## src/rtl/progmem_arbiter.sv

```systemverilog
// Round-robin arbiter sharing one single-port, 1-cycle-latency program memory
// among N_CORES fetch stages; returns read data to the granted core next cycle.
`ifndef INST_ADDR_W
`define INST_ADDR_W 16
`endif
`ifndef INST_W
`define INST_W 32
`endif

module progmem_arbiter #(
  parameter int N_CORES = 4,
  parameter int AW      = `INST_ADDR_W,
  parameter int DW      = `INST_W
) (
  input  logic                  clk,
  input  logic                  rst_n,
  input  logic                  en,
  input  logic [N_CORES-1:0]    req,
  input  logic [N_CORES*AW-1:0] req_addr,
  input  logic [N_CORES-1:0]    cancel,
  output logic [N_CORES-1:0]    stall,
  output logic [N_CORES-1:0]    rsp_valid,
  output logic [DW-1:0]         rsp_data,
  output logic                  mem_en,
  output logic [AW-1:0]         mem_addr,
  input  logic [DW-1:0]         mem_data
);

  localparam int PW = (N_CORES > 1) ? $clog2(N_CORES) : 1;

  logic [PW-1:0]      rr_ptr_q, rr_ptr_d;
  logic               pend_valid_q, pend_valid_d;
  logic [PW-1:0]      pend_id_q, pend_id_d;
  logic               pend_drop_q, pend_drop_d;

  logic               grant_found;
  logic [PW-1:0]      grant_id;
  logic [N_CORES-1:0] grant_oh;
  logic               rsp_fire;

  // Core index base+offset taken modulo N_CORES (offset never exceeds N_CORES).
  function automatic logic [PW-1:0] ring_idx(input logic [PW-1:0] base, input int offset);
    int s;
    s = int'(base) + offset;
    if (s >= N_CORES) s = s - N_CORES;
    return PW'(s);
  endfunction

  // Grant stage: first requester at or above rr_ptr, wrapping.
  always_comb begin
    grant_found = 1'b0;
    grant_id    = '0;
    for (int k = 0; k < N_CORES; k++) begin
      if (!grant_found && en && req[ring_idx(rr_ptr_q, k)]) begin
        grant_found = 1'b1;
        grant_id    = ring_idx(rr_ptr_q, k);
      end
    end
    grant_oh = grant_found ? (N_CORES'(1) << grant_id) : '0;
  end

  always_comb begin
    mem_addr = '0;
    for (int i = 0; i < N_CORES; i++) begin
      if (grant_oh[i]) mem_addr = req_addr[i*AW +: AW];
    end
  end

  assign mem_en = grant_found;
  assign stall  = req & ~grant_oh;

  always_comb begin
    rr_ptr_d     = grant_found ? ring_idx(grant_id, 1) : rr_ptr_q;
    pend_valid_d = grant_found;
    pend_id_d    = grant_found ? grant_id : pend_id_q;
    // A flush raised while the read is being issued kills it just like a later one.
    pend_drop_d  = grant_found & cancel[grant_id];
  end

  always_ff @(posedge clk or negedge rst_n) begin
    if (!rst_n) begin
      rr_ptr_q     <= '0;
      pend_valid_q <= 1'b0;
      pend_id_q    <= '0;
      pend_drop_q  <= 1'b0;
    end else begin
      rr_ptr_q     <= rr_ptr_d;
      pend_valid_q <= pend_valid_d;
      pend_id_q    <= pend_id_d;
      pend_drop_q  <= pend_drop_d;
    end
  end

  // Response stage: memory data passes straight through to the owning core.
  assign rsp_fire  = pend_valid_q & ~pend_drop_q & ~cancel[pend_id_q];
  assign rsp_valid = rsp_fire ? (N_CORES'(1) << pend_id_q) : '0;
  assign rsp_data  = rsp_fire ? mem_data : '0;

endmodule

```

## config.mk

```make
export PLATFORM = sky130hd
export DESIGN_NAME = progmem_arbiter
export DESIGN_NICKNAME = d
export VERILOG_FILES = /design/src/rtl/progmem_arbiter.sv
export SDC_FILE = /design/constraint.sdc
export NUM_CORES = 1
export LEC_CHECK = 0
export CORE_MARGIN = 2
export CORE_UTILIZATION = 25
export CTS_BUF_LIST = sky130_fd_sc_hd__clkbuf_4
export CTS_CLUSTER_SIZE = 30
export DETAILED_ROUTE_END_ITERATION = 16
export MAX_ROUTING_LAYER = met4
export PLACE_DENSITY = 0.81
export REMOVE_ABC_BUFFERS = 1
export SETUP_SLACK_MARGIN = 0.2
export SLEW_MARGIN = 10
export SYNTH_ARGS = -nofsm -noshare
export SYNTH_HDL_FRONTEND = slang
export SYNTH_SLANG_ARGS = --single-unit
```

## constraint.sdc

```tcl
create_clock -name clk -period 5.5 [get_ports clk]
set_input_delay 1.65 -clock clk [delete_from_list [all_inputs] [get_ports clk]]
set_output_delay 1.65 -clock clk [all_outputs]
set_load 0.01 [all_outputs]
```

==> impl_metrics.json <==
{
  "report.final.slew_viol_count": 0,
  "finalHoldViolCount": 0,
  "cts-buffers-inserted": 3,
  "post-synth-top-area-fraction_pct": 15.14,
  "layout-drive-gt1-share_pct": 24.43,
  "globalRouteOverflowTotal": 0,
  "place_hpwl_um": 5616,
  "detail_route.drc_violations": 0,
  "path_max_fanout": 8,
  "post_drt_via_cell_ratio": 5.116,
  "pin_count_of_the_biggest_net_entering_global_routing": 34,
  "cp.arrival_ns": 3.94,
  "worstMarginPinSlew_ns": 0.3920,
  "ratio_of_final_minimum_period_to_clock_period_pct": 101.7,
  "post_cts_hold_buffer_count": 0,
  "clock-root-buffer": "clkbuf_4",
  "die-height_um": 78.97,
  "dominantRegCellSynth": "dfrtp_1",
  "min_path_type": "register to register",
  "fillerInstances": 460,
  "grt_setup_unrepaired": "true",
  "fmax_ghz": 0.1788,
  "synth_warnings": 0,
  "antenna_cells_inserted": 0,
  "postRouteWirelength_um": 7698,
  "netlist-cell-type-count": 39,
  "post-synth-top-area-cell": "and2_1",
  "finalSetupViolations": 9,
  "finalWorstSetupSlack_ns": -0.09215,
  "clock_sinks": 6,
  "clkLatencyLatePin_ns": 0.24,
  "placement.io_buffers": 163,
  "die_x_um": 78.97,
  "initial_cell_density_of_the_core_pct": 25.67,
  "clock_skew_ns": 0.002572,
  "globalplace.congestion": 0.8914,
  "post_synth_most_frequent_cells": "and2_1 (34), nand2_1 (25), nand3_1 (17), nor3_1 (17)",
  "crit-reg2reg-launch": "rr_ptr_q[1]",
  "worst_path_max_delay_cell": "a221o_2",
  "num_vias": 2379,
  "synth_most_common_cell": "and2_1",
  "reg2reg_slack_ns": 2.98,
  "detail_route.iter0.violations": 67,
  "die-area_um2": 6236,
  "place.detailed.instances": 450,
  "fin_cells": 465,
  "result_of_the_run": "finished, violations left",
  "placementRows": 27,
  "globalRouteTotalUtil_pct": 23.15,
  "clock_transition_at_path_regs_ns": 0.05,
  "max_cap_violations": 0,
  "cts.htree.levels": 1,
  "wl_per_cell_um": 16.55,
  "power.density_cell_area_nw_per_um2": 205.2,
  "failed_checks": "negative setup slack",
  "mappedNetlistArea_um2": 1405,
  "hold_end": "pend_id_q[1]",
  "power.leakage_nw": 1.648,
  "vdd_ir_drop_max_mv": 0.1016,
  "antenna_found_initial": 0,
  "timing.slew.headroom_pct": 73.86,
  "multi_input_comb_area_um2": 1264,
  "worst_r2r_endpoint": "pend_drop_q",
  "synthCells": 207,
  "post_synthesis_async_set_or_reset_flop_share_pct": 100.0,
  "synth_enable_flop_cells": 0,
  "timing.hold.worst_path_depth": 2,
  "worst_setup_path_end_kind": "output pin",
  "timing.critical_path.slowest_cell_delay_ns": 0.44,
  "boundaryPins": 164,
  "post_layout_net_count": 504,
  "cp_cell_sequence": "buf_8 > nand2b_4 > a21oi_2 > o21ai_1 > a221o_2 > ha_4 > nand2b_4 > a311oi_4 > buf_4 > buf_8 > nand3_1 > a311oi_2 > buf_2",
  "totalPowerFinal_mw": 0.7210,
  "critical_path.top_delay_family": "compound AO/OA/AOI/OAI gates",
  "grt_pass1_vias": 2246,
  "critPathRequiredTime_ns": 3.85,
  "period_minus_slack_ns": 5.592,
  "whs_ns": 0.6323,
  "area_occupied_by_registers_um2": 150.1,
  "worst_r2r_path_depth": 8,
  "worstSetupStartpointType": "input port",
  "layout-area-overhead-vs-synth_pct": 150.0,
  "synth_seq_area_share_pct": 10.69,
  "path_class": "input port to output pin",
  "dr.pass1.iters": 4,
  "postSynthAreaPerCell_um2": 6.788,
  "clockBufferDepth": 2,
  "synth_seq_cells": 6,
  "crit_buf_inv": 4,
  "finalCoreUtilization_pct": 64.20,
  "core_box_area_um2": 5473,
  "ant_nets": 0,
  "grt_first_pass_wirelength_um": 11280,
  "tritoncts": "yes",
  "synth.area.top_cells": "and2_1 (15%), dfrtp_1 (11%), a311oi_1 (10%)",
  "hold_path.startpoint": "pend_id_q[1]"
}
## layout make-up
| type | count | area share, % |
|---|---|---|
| clock buffer | 3 | 0.6410 |
| inverter | 7 | 0.7479 |
| multi-input combinational | 173 | 35.97 |
| sequential | 6 | 4.274 |
| tap | 72 | 2.564 |
| timing repair buffer | 204 | 55.80 |
## metrics by stage
| step | setup slack (ns) | area [um2] | setup TNS, ns |
|---|---|---|---|
| after floorplan | -0.2928 | 1275 | -4.636 |
| after global placement | -0.9416 | 3227 | -16.13 |
| after CTS | -0.1115 | 3362 | -1.105 |
| final | -0.09215 | 3513 | -0.2585 |
| after global routing | -0.2086 | 3513 | -2.269 |
| after detailed placement | -1.004 | 3227 | -17.15 |
## cell usage in the layout (no fill, tap or decap), types with 4 or more instances in the layout
master / n
clkdlybuf4s50_1: 122
and2_1: 34
buf_4: 31
nand2_1: 25
nor3_1: 17
a211oi_1: 16
buf_2: 16
dlymetal6s2s_1: 16
nand3_1: 13
a311oi_2: 10
buf_6: 9
nor2_1: 7
o21ai_1: 6
a311oi_1: 6
dfrtp_1: 6
inv_2: 4
and3b_1: 4
nand3_2: 4
dlygate4sd2_1: 4
## flip-flops by register name (all words and copies together) (netlist names)
signal and count:
pend_id_q 2, pend_drop_q 1, rr_ptr_q 2, pend_valid_q 1
## worst max-delay path by stage
stage | startpoint | to | slack (ns) | cells past startpoint
floorplan | req[1] | mem_addr[0] | -0.29 | 9
global placement | req[0] | mem_addr[7] | -0.94 | 11
detailed placement | req[3] | mem_addr[6] | -1.00 | 12
CTS | req[1] | mem_addr[5] | -0.11 | 14
global route | req[0] | mem_addr[2] | -0.21 | 13
finish | req[0] | mem_addr[2] | -0.09 | 13
## tightest hold or removal path, cell delays in order, from the launching register on
cell and delay (ns):
dfrtp_1 0.45, nand2_1 0.09, nand2_1 0.05
## repair_timing
item	CTS	global route
gates resized for setup	117	39
gates cloned	1	0
setup buffers	11	0
endpoints found under the setup margin	32	49
pin swaps	25	15
## routing by layer
metal  wire [um]  GRT usage (%)  vias to the layer above
met1        3040          26.90                     1108
met2        3913          41.10                      119
met3         565          3.409                       17
met5           0              -                        -
met4         178          7.241                        0
li1            -              -                     1135
## power by group
part	internal, mW	switching [mW]	leakage (nW)	total [mW]
logic	0.327	0.270	1.56	0.597
registers	0.0562	0.0279	0.0733	0.0841
clock network	0.0247	0.0155	0.0138	0.0401
## cell families after synthesis
kind of cell             Yosys count  synth area share, %
AO/OA/AOI/OAI                     56                30.99
buffers and inverters             28                11.13
multiplexers                       3                3.384
AND/OR/NAND/NOR                  112                42.03
adder cells (fa/ha/maj)            2                1.781
flip-flops                         6                10.69
No activity file was read; power rests on OpenSTA's default activity.
